==> src/rtl/multicycle_controller_pkg.sv <==
// Shared encodings for the multicycle RV32I controller: FSM states, opcodes,
// ALU control codes and datapath mux selects.
package riscv_ctrl_pkg;

  typedef enum logic [3:0] {
    FETCH    = 4'd0,
    DECODE   = 4'd1,
    MEMADR   = 4'd2,
    MEMREAD  = 4'd3,
    MEMWB    = 4'd4,
    MEMWRITE = 4'd5,
    EXECUTER = 4'd6,
    EXECUTEI = 4'd7,
    ALUWB    = 4'd8,
    BRANCH   = 4'd9,
    JAL      = 4'd10
  } state_t;

  localparam logic [6:0] OP_LOAD   = 7'b0000011;
  localparam logic [6:0] OP_STORE  = 7'b0100011;
  localparam logic [6:0] OP_RTYPE  = 7'b0110011;
  localparam logic [6:0] OP_ITYPE  = 7'b0010011;
  localparam logic [6:0] OP_BRANCH = 7'b1100011;
  localparam logic [6:0] OP_JAL    = 7'b1101111;

  typedef enum logic [3:0] {
    ALU_ADD  = 4'b0000,
    ALU_SUB  = 4'b0001,
    ALU_AND  = 4'b0010,
    ALU_OR   = 4'b0011,
    ALU_XOR  = 4'b0100,
    ALU_SLT  = 4'b0101,
    ALU_SLL  = 4'b0110,
    ALU_SRL  = 4'b0111,
    ALU_SRA  = 4'b1000,
    ALU_SLTU = 4'b1001
  } alu_ctrl_t;

  // Operation class handed from the FSM to the ALU decoder.
  typedef enum logic [1:0] {
    ALU_OP_ADD   = 2'b00,
    ALU_OP_SUB   = 2'b01,
    ALU_OP_FUNCT = 2'b10
  } alu_op_t;

  localparam logic [1:0] IMM_I = 2'b00;
  localparam logic [1:0] IMM_S = 2'b01;
  localparam logic [1:0] IMM_B = 2'b10;
  localparam logic [1:0] IMM_J = 2'b11;

  localparam logic [1:0] RES_ALUOUT    = 2'b00;
  localparam logic [1:0] RES_DATA      = 2'b01;
  localparam logic [1:0] RES_ALURESULT = 2'b10;

  localparam logic [1:0] SRCA_PC    = 2'b00;
  localparam logic [1:0] SRCA_OLDPC = 2'b01;
  localparam logic [1:0] SRCA_REG   = 2'b10;

  localparam logic [1:0] SRCB_REG  = 2'b00;
  localparam logic [1:0] SRCB_IMM  = 2'b01;
  localparam logic [1:0] SRCB_FOUR = 2'b10;

  function automatic logic [1:0] imm_src(input logic [6:0] op);
    case (op)
      OP_STORE:  return IMM_S;
      OP_BRANCH: return IMM_B;
      OP_JAL:    return IMM_J;
      default:   return IMM_I;
    endcase
  endfunction

endpackage

==> src/rtl/multicycle_controller_if.sv <==
// Controller <-> datapath/memory bundle: instruction fields and flags in,
// strobes, mux selects and the memory request out.
interface multicycle_controller_if;
  import riscv_ctrl_pkg::*;

  logic [6:0] op;
  logic [2:0] funct3;
  logic       funct7b5;
  logic       Zero;
  logic       mem_ready;

  logic       mem_req;
  logic       MemWrite;
  logic       AdrSrc;
  logic       IRWrite;
  logic       PCWrite;
  logic       RegWrite;
  logic [1:0] ResultSrc;
  logic [1:0] ALUSrcA;
  logic [1:0] ALUSrcB;
  logic [1:0] ImmSrc;
  alu_ctrl_t  ALUControl;
  logic       illegal;

  modport master (
    input  op, funct3, funct7b5, Zero, mem_ready,
    output mem_req, MemWrite, AdrSrc, IRWrite, PCWrite, RegWrite,
           ResultSrc, ALUSrcA, ALUSrcB, ImmSrc, ALUControl, illegal
  );

  modport slave (
    output op, funct3, funct7b5, Zero, mem_ready,
    input  mem_req, MemWrite, AdrSrc, IRWrite, PCWrite, RegWrite,
           ResultSrc, ALUSrcA, ALUSrcB, ImmSrc, ALUControl, illegal
  );

endinterface

==> src/rtl/multicycle_controller_alu_decoder.sv <==
// Combinational ALU decoder: FSM operation class plus funct fields to ALUControl.
module alu_decoder
  import riscv_ctrl_pkg::*;
(
  input  alu_op_t    aluOp_i,
  input  logic [2:0] funct3_i,
  input  logic       funct7b5_i,
  input  logic       op5_i,
  output alu_ctrl_t  aluControl_o
);

  // op[5] separates R-type from I-type, so addi never turns into a subtract.
  always_comb begin
    aluControl_o = ALU_ADD;
    case (aluOp_i)
      ALU_OP_SUB: aluControl_o = ALU_SUB;
      ALU_OP_FUNCT: begin
        case (funct3_i)
          3'b000:  aluControl_o = (op5_i && funct7b5_i) ? ALU_SUB : ALU_ADD;
          3'b001:  aluControl_o = ALU_SLL;
          3'b010:  aluControl_o = ALU_SLT;
          3'b011:  aluControl_o = ALU_SLTU;
          3'b100:  aluControl_o = ALU_XOR;
          3'b101:  aluControl_o = funct7b5_i ? ALU_SRA : ALU_SRL;
          3'b110:  aluControl_o = ALU_OR;
          default: aluControl_o = ALU_AND;
        endcase
      end
      default: aluControl_o = ALU_ADD;
    endcase
  end

endmodule

==> src/rtl/multicycle_controller.sv <==
// Multicycle RV32I sequencing FSM with a shared memory port handshake.
// Optional retired-instruction counter enabled by `define INSTRET_CNT_EN.
module multicycle_controller
  import riscv_ctrl_pkg::*;
#(
  parameter logic [3:0] RESET_STATE = 4'd0
) (
  input logic clk,
  input logic reset,
  multicycle_controller_if.master ctrl
`ifdef INSTRET_CNT_EN
  ,
  output logic [31:0] instret
`endif
);

  state_t     state_q, state_d;
  logic       memReq, memWrite, adrSrc, irWrite, pcWrite, regWrite, illegalOp;
  logic [1:0] resultSrc, aluSrcA, aluSrcB;
  alu_op_t    aluOp;
  logic       branchTaken;

  always_ff @(posedge clk or negedge reset) begin
    if (!reset) state_q <= state_t'(RESET_STATE);
    else        state_q <= state_d;
  end

  always_comb begin
    case (ctrl.funct3)
      3'b000:  branchTaken = ctrl.Zero;
      3'b001:  branchTaken = ~ctrl.Zero;
      default: branchTaken = 1'b0;
    endcase
  end

  always_comb begin
    state_d   = state_q;
    memReq    = 1'b0;
    memWrite  = 1'b0;
    adrSrc    = 1'b0;
    irWrite   = 1'b0;
    pcWrite   = 1'b0;
    regWrite  = 1'b0;
    illegalOp = 1'b0;
    resultSrc = RES_ALUOUT;
    aluSrcA   = SRCA_PC;
    aluSrcB   = SRCB_REG;
    aluOp     = ALU_OP_ADD;
    case (state_q)
      FETCH: begin
        memReq    = 1'b1;
        aluSrcB   = SRCB_FOUR;
        resultSrc = RES_ALURESULT;
        if (ctrl.mem_ready) begin
          irWrite = 1'b1;
          pcWrite = 1'b1;
          state_d = DECODE;
        end
      end
      DECODE: begin
        aluSrcA = SRCA_OLDPC;
        aluSrcB = SRCB_IMM;
        case (ctrl.op)
          OP_LOAD, OP_STORE: state_d = MEMADR;
          OP_RTYPE:          state_d = EXECUTER;
          OP_ITYPE:          state_d = EXECUTEI;
          OP_BRANCH:         state_d = BRANCH;
          OP_JAL:            state_d = JAL;
          default: begin
            illegalOp = 1'b1;
            state_d   = FETCH;
          end
        endcase
      end
      MEMADR: begin
        aluSrcA = SRCA_REG;
        aluSrcB = SRCB_IMM;
        state_d = (ctrl.op == OP_LOAD) ? MEMREAD : MEMWRITE;
      end
      MEMREAD: begin
        memReq = 1'b1;
        adrSrc = 1'b1;
        if (ctrl.mem_ready) state_d = MEMWB;
      end
      MEMWB: begin
        resultSrc = RES_DATA;
        regWrite  = 1'b1;
        state_d   = FETCH;
      end
      MEMWRITE: begin
        memReq   = 1'b1;
        memWrite = 1'b1;
        adrSrc   = 1'b1;
        if (ctrl.mem_ready) state_d = FETCH;
      end
      EXECUTER: begin
        aluSrcA = SRCA_REG;
        aluOp   = ALU_OP_FUNCT;
        state_d = ALUWB;
      end
      EXECUTEI: begin
        aluSrcA = SRCA_REG;
        aluSrcB = SRCB_IMM;
        aluOp   = ALU_OP_FUNCT;
        state_d = ALUWB;
      end
      ALUWB: begin
        regWrite = 1'b1;
        state_d  = FETCH;
      end
      BRANCH: begin
        aluSrcA = SRCA_REG;
        aluOp   = ALU_OP_SUB;
        pcWrite = branchTaken;
        state_d = FETCH;
      end
      JAL: begin
        aluSrcA = SRCA_OLDPC;
        aluSrcB = SRCB_FOUR;
        pcWrite = 1'b1;
        state_d = ALUWB;
      end
      default: state_d = FETCH;
    endcase
  end

  alu_decoder u_alu_decoder (
    .aluOp_i      (aluOp),
    .funct3_i     (ctrl.funct3),
    .funct7b5_i   (ctrl.funct7b5),
    .op5_i        (ctrl.op[5]),
    .aluControl_o (ctrl.ALUControl)
  );

  // Gating by the reset pin drops an in-flight memory request without waiting for a clock.
  assign ctrl.mem_req   = reset & memReq;
  assign ctrl.MemWrite  = reset & memWrite;
  assign ctrl.AdrSrc    = reset & adrSrc;
  assign ctrl.IRWrite   = reset & irWrite;
  assign ctrl.PCWrite   = reset & pcWrite;
  assign ctrl.RegWrite  = reset & regWrite;
  assign ctrl.illegal   = reset & illegalOp;
  assign ctrl.ResultSrc = reset ? resultSrc : 2'b00;
  assign ctrl.ALUSrcA   = reset ? aluSrcA : 2'b00;
  assign ctrl.ALUSrcB   = reset ? aluSrcB : 2'b00;
  assign ctrl.ImmSrc    = imm_src(ctrl.op);

`ifdef INSTRET_CNT_EN
  logic [31:0] instret_q, instret_d;
  logic        retire;

  // Illegal opcodes return to FETCH from DECODE and are deliberately not counted.
  assign retire = (state_d == FETCH) &&
                  ((state_q == ALUWB) || (state_q == MEMWB) ||
                   (state_q == MEMWRITE) || (state_q == BRANCH));
  assign instret_d = retire ? instret_q + 32'd1 : instret_q;

  always_ff @(posedge clk or negedge reset) begin
    if (!reset) instret_q <= 32'd0;
    else        instret_q <= instret_d;
  end

  assign instret = instret_q;
`endif

endmodule

==> src/flat_wrapper.sv <==
// flat-port wrapper written by rule: the top's interface ports become plain ports
module multicycle_controller_flat import riscv_ctrl_pkg::*;
#(
  parameter logic [3:0] RESET_STATE = 4'd0
)
  (clk, reset, ctrl_op, ctrl_funct3, ctrl_funct7b5, ctrl_Zero, ctrl_mem_ready, ctrl_mem_req, ctrl_MemWrite, ctrl_AdrSrc, ctrl_IRWrite, ctrl_PCWrite, ctrl_RegWrite, ctrl_ResultSrc, ctrl_ALUSrcA, ctrl_ALUSrcB, ctrl_ImmSrc, ctrl_ALUControl, ctrl_illegal);
  multicycle_controller_if ctrl_i ();
  input logic clk;
  input logic reset;
  input wire logic [$bits(ctrl_i.op)-1:0] ctrl_op;
  input wire logic [$bits(ctrl_i.funct3)-1:0] ctrl_funct3;
  input wire logic [$bits(ctrl_i.funct7b5)-1:0] ctrl_funct7b5;
  input wire logic [$bits(ctrl_i.Zero)-1:0] ctrl_Zero;
  input wire logic [$bits(ctrl_i.mem_ready)-1:0] ctrl_mem_ready;
  output wire logic [$bits(ctrl_i.mem_req)-1:0] ctrl_mem_req;
  output wire logic [$bits(ctrl_i.MemWrite)-1:0] ctrl_MemWrite;
  output wire logic [$bits(ctrl_i.AdrSrc)-1:0] ctrl_AdrSrc;
  output wire logic [$bits(ctrl_i.IRWrite)-1:0] ctrl_IRWrite;
  output wire logic [$bits(ctrl_i.PCWrite)-1:0] ctrl_PCWrite;
  output wire logic [$bits(ctrl_i.RegWrite)-1:0] ctrl_RegWrite;
  output wire logic [$bits(ctrl_i.ResultSrc)-1:0] ctrl_ResultSrc;
  output wire logic [$bits(ctrl_i.ALUSrcA)-1:0] ctrl_ALUSrcA;
  output wire logic [$bits(ctrl_i.ALUSrcB)-1:0] ctrl_ALUSrcB;
  output wire logic [$bits(ctrl_i.ImmSrc)-1:0] ctrl_ImmSrc;
  output wire logic [$bits(ctrl_i.ALUControl)-1:0] ctrl_ALUControl;
  output wire logic [$bits(ctrl_i.illegal)-1:0] ctrl_illegal;
  assign ctrl_i.op = ctrl_op;
  assign ctrl_i.funct3 = ctrl_funct3;
  assign ctrl_i.funct7b5 = ctrl_funct7b5;
  assign ctrl_i.Zero = ctrl_Zero;
  assign ctrl_i.mem_ready = ctrl_mem_ready;
  assign ctrl_mem_req = ctrl_i.mem_req;
  assign ctrl_MemWrite = ctrl_i.MemWrite;
  assign ctrl_AdrSrc = ctrl_i.AdrSrc;
  assign ctrl_IRWrite = ctrl_i.IRWrite;
  assign ctrl_PCWrite = ctrl_i.PCWrite;
  assign ctrl_RegWrite = ctrl_i.RegWrite;
  assign ctrl_ResultSrc = ctrl_i.ResultSrc;
  assign ctrl_ALUSrcA = ctrl_i.ALUSrcA;
  assign ctrl_ALUSrcB = ctrl_i.ALUSrcB;
  assign ctrl_ImmSrc = ctrl_i.ImmSrc;
  assign ctrl_ALUControl = ctrl_i.ALUControl;
  assign ctrl_illegal = ctrl_i.illegal;
  multicycle_controller #(.RESET_STATE(RESET_STATE)) u_core (.clk(clk), .reset(reset), .ctrl(ctrl_i));
endmodule
==> config.mk <==
export PLATFORM = sky130hd
export DESIGN_NAME = multicycle_controller_flat
export DESIGN_NICKNAME = d
export VERILOG_FILES = /design/src/rtl/multicycle_controller_pkg.sv /design/src/rtl/multicycle_controller_if.sv /design/src/rtl/multicycle_controller_alu_decoder.sv /design/src/rtl/multicycle_controller.sv /design/src/flat_wrapper.sv
export SDC_FILE = /design/constraint.sdc
export NUM_CORES = 1
export LEC_CHECK = 0
export CAP_MARGIN = 10
export CORE_ASPECT_RATIO = 0.8
export CORE_MARGIN = 3
export CORE_UTILIZATION = 38
export CTS_BUF_LIST = sky130_fd_sc_hd__clkbuf_4 sky130_fd_sc_hd__clkbuf_8 sky130_fd_sc_hd__clkbuf_16
export CTS_CLUSTER_SIZE = 20
export DETAILED_ROUTE_END_ITERATION = 8
export HOLD_SLACK_MARGIN = 0.08
export PLACE_DENSITY = 0.75
export SYNTH_ARGS = -nofsm -noshare
export SYNTH_HDL_FRONTEND = slang
export SYNTH_SLANG_ARGS = --single-unit
export TNS_END_PERCENT = 20
==> constraint.sdc <==
create_clock -name clk -period 2.3 [get_ports clk]
set_input_delay 0.46 -clock clk [delete_from_list [all_inputs] [get_ports clk]]
set_output_delay 0.46 -clock clk [all_outputs]
set_load 0.05 [all_outputs]
==> impl_metrics.yaml <==
setup_path:
  r2r-start: "u_core.state_q[0]"
  crit_type: "flop to output pin"
  crit_chain: "nand2b_1, or2_4, ha_4, a2111oi_4, buf_12"
  critPathCaptureType: "output pin"
  cp-endpoint: "ctrl_ALUControl[2]"
  critPathSlowestCell: "dfrtp_1"
  r2r_setup_slack_ns: 0.71
  worst-r2r-cell-count: 6
  r2r_end: "u_core.state_q[2]"
  startpoint: "u_core.state_q[2]"
  critPathMaxFanout: 3
  startpoint_type: "flop"
  cpPeakStageDelay_ns: 0.39
  crit_arrival_ns: 1.88
  cp.required_ns: 1.84
clock_network:
  clk_pin_slew_ns: 0.04
  clock_path_buffers: 2
  cts_hold_buf: 0
  numCtsBuffers: 3
  clock_latency_ns: 0.24
  cts_root_buf: "clkbuf_4"
  tritoncts: "done"
  cts_max_level: 1
  cts_sinks: 4
yosys:
  synth.distinct_cells: 39
  synth_ff_type: "dfrtp_1"
  syn_avg_cell_area_sq_um: 6.52
  synth.net_count: 129
  yosysWarningCount: 0
  yosysSeqAreaShare_pct: 13.7
  async_flop_share_pct: 100
  synthCells: 112
  syn_area_sq_um: 731
  synth_edf_count: 0
  ys_ff_latch: 4
final_layout:
  nFillCells: 79
  nets: 177
  final_cell_mix: "buf_12 (18), buf_4 (17), nand2_1 (12)"
  final_common_cell: "buf_12"
  seq_area_sq_um: 100
  layout-drive-gt1-share_pct: 33.5
  stdcell_area_sq_um: 1490
  finish.utilization_pct: 86.5
  multi_input_area_sq_um: 673
  largest_register_ffs: 4
  top_regs: "u_core.state_q: 4 flops"
  num_antenna_cells: 0
  syn2layout_area_growth_pct: 104
  regMostFlops: "u_core.state_q"
timing:
  maxSlewViolCount: 0
  post-route-period-util_pct: 102
  fin_ws_ns: -0.0361
  tightest_slew_ns: 0.345
  rsz0062_at_grt: "yes"
  fin_crit_ns: 2.34
  clock_skew_ns: 0.00579
  fmax_mhz: 428
  finalHoldViolCount: 0
  slew_headroom_pct: 77.0
  setup_viol: 1
power:
  power_density_nw_per_um2: 283
  finalPower_w: 0.000421
  p_leak_nw: 0.644
  irDropWorstVdd_uv: 272
placement:
  dp_hpwl_um: 2260
  io_buffer_count: 33
  gp_congestion: 0.836
  place_ws_ns: -0.0430
  placed_area_sq_um: 1390
route:
  vias: 1083
  ant_nets: 0
  wl_per_cell_um: 18.2
  drt_wl_total_um: 3270
  drc: 0
  vias_per_cell: 6.02
  drt_iter0_drc: 56
  drt_pass1_iterations: 4
run:
  maxCapViolations: 0
min_path:
  hp-class: "flop to flop"
floorplanning:
  die_h_um: 45.2
  floorplan.core_area_sq_um: 1720
  dieArea_sq_um: 2490
  die_w_um: 55.0
  core.rowCount: 13
  ios: 34
  initial_core_util_pct: 42.4
run_status:
  violations: "negative setup slack"
  status: "finished, violations left"
global_routing:
  grt_usage_pct: 27.2
  grt_overflow: 0
  grt_antenna_before_repair: 0
  grt_pass1_wl_um: 4830
  grt_max_degree: 16
  grt_pass1_vias: 1018
-- per-stage QoR --
step,std cells,hold WS [ns],setup TNS [ns]
after floorplan,112,0.164,-0.755
after global placement,177,0.639,-0.00199
after detailed placement,177,0.641,-0.0691
after CTS,180,0.646,-0.0463
after global routing,180,0.678,-0.263
final,180,0.656,-0.0361
-- report_power, final --
part / switching (W) / internal, W / leakage (nW)
clock: 0.0000288 / 0.0000583 / 0.0138
sequential: 0.00000179 / 0.0000734 / 0.0543
combinational: 0.000144 / 0.000115 / 0.576
total: 0.000174 / 0.000247 / 0.644
-- cell families after synthesis --
logic type,count (synthesis),synth area share (%)
adders and majority gates,2,3.42
buffers and inverters,11,5.99
DFF,4,13.7
xor gates and xnor gates,4,4.80
and+or+nand+nor,62,45.5
AOI/OAI and AO/OA,29,26.5
-- synthesized netlist by cell type (2+ instances only) --
library cell  number  share of area, %
nor2_1            13               6.7
nand2_1           12               6.2
a21oi_1           11               7.5
nand2b_1          11               9.4
nor3_1             7               4.8
clkbuf_1           5               2.6
dfrtp_1            4                14
inv_1              4               2.1
nor4_1             4               3.4
nand3b_1           3               3.1
o21ai_0            3               2.1
xnor2_1            3               3.6
a211oi_1           2               2.1
buf_2              2               1.4
ha_1               2               3.4
nor2b_1            2               1.7
o22ai_1            2               1.7
-- layer usage --
layer	part of all wire (%)	track usage [%]	vias up
li1	-	-	497
met1	40	32.7	517
met2	50	47.6	61
met3	7.7	8.25	8
met4	1.7	5.34	0
met5	0	0	-
-- cell type report --
| class | instances | area share, % |
|---|---|---|
| Multi-Input combinational cell | 97 | 45.1 |
| Timing Repair Buffer | 50 | 43.8 |
| Inverter | 4 | 1.01 |
| Sequential cell | 4 | 6.71 |
| Clock buffer | 3 | 1.51 |
| Tap cell | 22 | 1.85 |
-- critical path, delay by kind of cell (launching register included) --
kind | cells | cell delay (ns)
AO/OA/AOI/OAI | 1 | 0.33
adder cells (fa/ha/maj) | 1 | 0.27
AND/OR/NAND/NOR | 2 | 0.48
flip-flops | 1 | 0.39
buffers and inverters | 1 | 0.18
-- what timing repair did --
item	4_1_cts	5_1_grt
endpoints found under the hold margin	0	0
resized for setup	4	16
buffers inserted	0	0
pin swaps	1	1
setup endpoints to repair	4	10
-- how the worst min path moves through the flow --
stage | startpoint | end | slack (ns) | cells past startpoint
detailed placement | u_core.state_q[3] | u_core.state_q[3] | 0.64 | 2
CTS | u_core.state_q[3] | u_core.state_q[0] | 0.65 | 2
floorplan | reset | u_core.state_q[0] | 0.16 | 0
global route | u_core.state_q[3] | u_core.state_q[3] | 0.68 | 2
finish | u_core.state_q[3] | u_core.state_q[3] | 0.66 | 2
global placement | u_core.state_q[3] | u_core.state_q[3] | 0.64 | 2
No activity file was read; power rests on OpenSTA's default activity.
